## config.mk

```make
export PLATFORM = sky130hd
export DESIGN_NAME = cop_wb_queue
export DESIGN_NICKNAME = d
export VERILOG_FILES = /design/src/rtl/cop_wb_queue.sv
export SDC_FILE = /design/constraint.sdc
export NUM_CORES = 1
export LEC_CHECK = 0
export ABC_AREA = 1
export ABC_CLOCK_PERIOD_IN_PS = 2100
export CORE_ASPECT_RATIO = 1.4
export CORE_UTILIZATION = 51
export DETAILED_ROUTE_END_ITERATION = 10
export GPL_TIMING_DRIVEN = 0
export PLACE_DENSITY_LB_ADDON = 0.08
export SETUP_SLACK_MARGIN = 0.4
export SLEW_MARGIN = 20
export SYNTH_ARGS = -nofsm -noshare
export SYNTH_HDL_FRONTEND = slang
export SYNTH_SLANG_ARGS = --single-unit
```

## constraint.sdc

```tcl
create_clock -name cop_clk -period 2.1 [get_ports cop_clk]
set_input_delay 0.21 -clock cop_clk [delete_from_list [all_inputs] [get_ports cop_clk]]
set_output_delay 0.21 -clock cop_clk [all_outputs]
set_load 0.02 [all_outputs]
```

## src/rtl/cop_wb_queue.sv

```systemverilog
// cop_wb_queue
//   In-order write-back queue between the Ascon ISE coprocessor and the core
//   register-file write port. Results with a nonzero destination index are
//   queued. Results addressed to x0 are accepted and thrown away. The head
//   entry is offered on rf_* and retires when the port is granted.
//
// Ports
//   cop_clk    in        clock, rising edge
//   cop_rst    in        asynchronous reset, active-low
//   cop_wr     in        coprocessor write request
//   cop_rd     in  [31:0] coprocessor result data
//   cop_rdidx  in  [4:0] destination register index
//   cop_rdywr  out       queue can accept this cycle (not full)
//   rf_wen     out       head entry valid, requesting the write port
//   rf_waddr   out [4:0] head entry register index (0 when empty)
//   rf_wdata   out [31:0] head entry data (0 when empty)
//   rf_gnt     in        write port granted; head retires
//   chk_idx    in  [4:0] scoreboard query index
//   chk_hit    out       a pending or incoming write targets chk_idx
//   count      out [AW:0] number of valid entries
//   drop_err   out       sticky: write presented while full
module cop_wb_queue #(
  parameter int DEPTH = 4,
  parameter int AW    = 2
) (
  input  logic          cop_clk,
  input  logic          cop_rst,
  input  logic          cop_wr,
  input  logic [31:0]   cop_rd,
  input  logic [4:0]    cop_rdidx,
  output logic          cop_rdywr,
  output logic          rf_wen,
  output logic [4:0]    rf_waddr,
  output logic [31:0]   rf_wdata,
  input  logic          rf_gnt,
  input  logic [4:0]    chk_idx,
  output logic          chk_hit,
  output logic [AW:0]   count,
  output logic          drop_err
);

  localparam int DATA_W = 32;

  logic [4:0]        idx_q  [DEPTH];
  logic [DATA_W-1:0] data_q [DEPTH];
  logic [AW-1:0]     rp;
  logic [AW-1:0]     wp;

  logic full;
  logic empty;
  logic push_wr;
  logic pop;
  logic hit_any;
  logic [AW-1:0] off;

  assign full      = (count == (AW+1)'(DEPTH));
  assign empty     = (count == '0);
  assign cop_rdywr = ~full;
  // Only nonzero indices occupy a slot; x0 writes are accepted and dropped.
  assign push_wr   = cop_wr & cop_rdywr & (cop_rdidx != 5'd0);
  assign pop       = rf_wen & rf_gnt;

  assign rf_wen   = ~empty;
  assign rf_waddr = empty ? 5'd0 : idx_q[rp];
  assign rf_wdata = empty ? '0   : data_q[rp];

  // Entry i is live when its distance from rp is below count; pointer
  // arithmetic wraps naturally because DEPTH is a power of two.
  always_comb begin
    hit_any = 1'b0;
    off     = '0;
    for (int i = 0; i < DEPTH; i++) begin
      off = AW'(i) - rp;
      if (({1'b0, off} < count) && (idx_q[i] == chk_idx)) begin
        hit_any = 1'b1;
      end
    end
    chk_hit = (chk_idx != 5'd0) &&
              (hit_any || (push_wr && (cop_rdidx == chk_idx)));
  end

  // Queue state register stage
  always_ff @(posedge cop_clk or negedge cop_rst) begin
    if (!cop_rst) begin
      rp       <= '0;
      wp       <= '0;
      count    <= '0;
      drop_err <= 1'b0;
      for (int i = 0; i < DEPTH; i++) begin
        idx_q[i]  <= 5'd0;
        data_q[i] <= '0;
      end
    end else begin
      if (push_wr) begin
        idx_q[wp]  <= cop_rdidx;
        data_q[wp] <= cop_rd;
        wp         <= wp + AW'(1);
      end
      if (pop) begin
        rp <= rp + AW'(1);
      end
      case ({push_wr, pop})
        2'b10:   count <= count + (AW+1)'(1);
        2'b01:   count <= count - (AW+1)'(1);
        default: count <= count;
      endcase
      if (cop_wr && full) begin
        drop_err <= 1'b1;
      end
    end
  end

endmodule

```

==> impl_metrics.py <==
metrics = {
    "run_status": {
        "status": "finished with violations",
        "violations": "setup timing",
    },
    "detailed_routing": {
        "initialDrtViolationCount": 771,
        "vias_per_cell": 6.54,
        "drt_wl_total_mm": 34.4,
        "vias": 8600,
        "drc": 0,
        "firstDrtPassIters": 5,
        "wl_per_cell_um": 26.1,
        "drtAntennaViolNets": 0,
    },
    "final_layout": {
        "drive_above_1_share_pct": 44.1,
        "final_nets": 1169,
        "fin_area_um2": 12500,
        "antenna_cells": 0,
        "syn_to_final_growth_pct": 65.3,
        "final_util_pct": 86.6,
        "fin_cells": 1314,
    },
    "placement": {
        "place_area_um2": 8800,
        "hpwl_mm": 13.7,
        "gp_congestion": 0.849,
        "dp.cells": 1187,
        "port-buffer-count": 84,
    },
    "worst_setup_path": {
        "timing.rr.start": "count[1]",
        "cp-startpoint": "rp[1]",
        "worstPathRequired_ps": 1890,
        "crit_path_end_kind": "output port",
        "startpoint_type": "register",
        "crit_arrival_ps": 2350,
        "path_class": "register to output port",
        "cp_max_fo": 5,
    },
    "floorplan": {
        "die_x_um": 105,
        "initial_core_util_pct": 52.4,
        "die_h_um": 146,
        "die_area_um2": 15300,
        "core-area_um2": 14400,
        "ioPinCount": 90,
        "std_cell_rows": 52,
    },
    "clock_tree": {
        "insertion_delay_ps": 440,
        "clk_path_buf_depth": 2,
        "h-tree-depth": 4,
        "cts_inserted_buffers": 17,
        "cts_tree": "built",
        "clock_sinks": 156,
        "path_clk_slew_ps": 70,
        "root_buffer": "clkbuf_16",
    },
    "timing": {
        "slew_violations": 0,
        "finalHoldViolations": 0,
        "rsz0062_at_grt": "true",
        "slew_headroom_pct": 55.7,
        "fin_ws_ps": -457,
        "finalSetupViolations": 41,
        "tightestPinTransition_ps": 664,
        "fin_crit_ps": 2560,
        "fin_worst_skew_ps": 7.11,
        "setup-tns-final_ps": -9410,
        "holdWs_ps": 315,
        "post-route-period-util_pct": 122,
        "clock.fmax_ghz": 0.391,
    },
    "power_and_ir_drop": {
        "clkPwrFrac_pct": 13.8,
        "p_int_w": 0.0125,
        "pwr-share-seq_pct": 24.2,
        "combPwrFrac_pct": 62.0,
        "p_sw_share_pct": 46.0,
        "p_switching_w": 0.0106,
        "leakage_nw": 5.92,
        "power_density_nw_per_um2": 1850,
        "ir_drop_mv": 1.07,
    },
    "logic_synthesis": {
        "netlist_area_um2": 7570,
        "syn_avg_cell_area_um2": 8.29,
        "synth_edf_count": 0,
        "syn_inst": 913,
        "syn_nets": 969,
        "yosysSeqAreaShare_pct": 51.6,
        "synthFlopType": "dfrtp_1",
        "async_reset_ff_share_pct": 100,
        "ys_types": 30,
        "yosysWarnings": 0,
        "ys_ff_latch": 156,
    },
    "flow_run": {
        "drv_cap": 0,
    },
    "global_route": {
        "grt_usage_pct": 33.6,
        "grt_max_degree": 85,
        "antenna_found_initial": 0,
        "grt_pass1_vias": 7456,
        "gr-total-overflow": 0,
        "grt_pass1_wl_mm": 39.6,
    },
    "min_path": {
        "hold_path_class": "input pin to async pin",
    },
}
per-stage QoR:
stage          worst slack (ps)  power [W]
2_1_floorplan             -57.2     0.0103
3_3_place_gp              -6260     0.0133
3_5_place_dp               -693     0.0135
4_1_cts                    -306     0.0189
5_1_grt                    -506     0.0238
6_report                   -457     0.0231
synth_stat cells (2+ instances only):
library cell / number / area, um2
ha_1: 9 / 113
inv_1: 96 / 360
dfrtp_1: 156 / 3900
nor2_1: 55 / 206
buf_6: 3 / 33.8
nor2_2: 3 / 18.8
a221oi_1: 37 / 324
o21ai_1: 81 / 405
inv_2: 2 / 7.51
clkbuf_1: 29 / 109
xnor2_1: 9 / 78.8
nor3_1: 3 / 15.0
nand2_1: 261 / 980
nand3_1: 6 / 30.0
buf_4: 14 / 105
buf_2: 15 / 75.1
xor2_1: 12 / 105
o21ai_0: 73 / 365
a21oi_1: 2 / 10.0
o22ai_1: 37 / 231
flip-flops by register name, indices dropped and copies added, names as in the netlist:
register / cells
drop_err: 1
idx_q: 20
data_q: 128
rp: 2
wp: 2
count: 3
cell usage in the layout (no fill, tap or decap), types with 9 or more instances in the layout:
cell type	netlist	routed
a221oi_2	0	24
nor2_2	3	23
nand2_4	0	47
nand2_1	261	148
xnor2_1	9	9
buf_8	0	28
o21ai_2	0	51
buf_4	14	44
o21ai_0	73	36
o22ai_1	37	13
clkbuf_16	0	34
buf_12	0	22
clkdlybuf4s50_1	0	40
a221oi_4	0	12
buf_2	15	18
inv_1	96	90
o22ai_2	0	17
buf_6	3	41
nor2_1	55	30
o21ai_1	81	65
clkbuf_1	29	10
xor2_1	12	12
dfrtp_1	156	152
nand2_2	1	65
per-layer routing:
layer	global-route usage, %	vias up	part of all wire, %
met5	0	-	0
met4	17.5	0	8.2
met3	5.71	266	9.8
met2	56.7	804	48
met1	41.4	4105	34
li1	-	3425	-
critical path: stages (launching register included):
cell	delay (ps)
dfrtp_1	410
buf_8	160
nand2_4	50
buf_6	130
buf_12	120
nand2_8	80
inv_4	40
ha_4	150
inv_2	50
nor2_2	40
a31oi_4	170
nand3_1	110
nand3_1	90
nor2_1	50
nor2_2	120
buf_6	120
power by group through the flow:
stage          combinational [W]  clock [W]  sequential (W)
3_5_place_dp             0.00836          0         0.00514
3_3_place_gp             0.00824          0         0.00511
5_1_grt                   0.0149    0.00330         0.00565
2_1_floorplan            0.00533          0         0.00501
6_report                  0.0143    0.00320         0.00559
4_1_cts                   0.0106    0.00306         0.00526
cells by family after synthesis:
family / count (synthesis) / synth area share [%]
buffers and inverters: 161 / 9.22
adder cells (fa/ha/maj): 10 / 1.75
AO/OA/AOI/OAI: 233 / 18.1
XOR/XNOR: 21 / 2.43
AND/OR/NAND/NOR: 332 / 17.0
flip-flops: 156 / 51.6
repair_timing:
item,CTS,global route
gates resized for setup,394,337
cloned,10,14
buffers inserted,49,22
hold endpoints to repair,72,0
hold buffers,1,0
endpoints found under the setup margin,169,189
pin swaps,33,53
layout make-up:
class                      count  area (um2)
sequential                   156        3910
clock buffer                  19         443
multi-input combinational    596        4450
inverter                      99         395
buffer                        62         850
timing repair buffer         181        2080
clock inverter                12         139
tap                          189         236
fill                         626        1940
final timing paths:
path | to | slack [ps] | cells past startpoint
worst min register to register | drop_err | 510 | 1
worst max register to register | count[2] | -80 | 14
worst max-delay path | chk_hit | -460 | 15
min in group cop_clk | data_q[75] | 430 | 3
worst min-delay path | count[1] | 320 | 2
max in group asynchronous | data_q[47] | 910 | 3
Power figures use the tool's default switching activity.
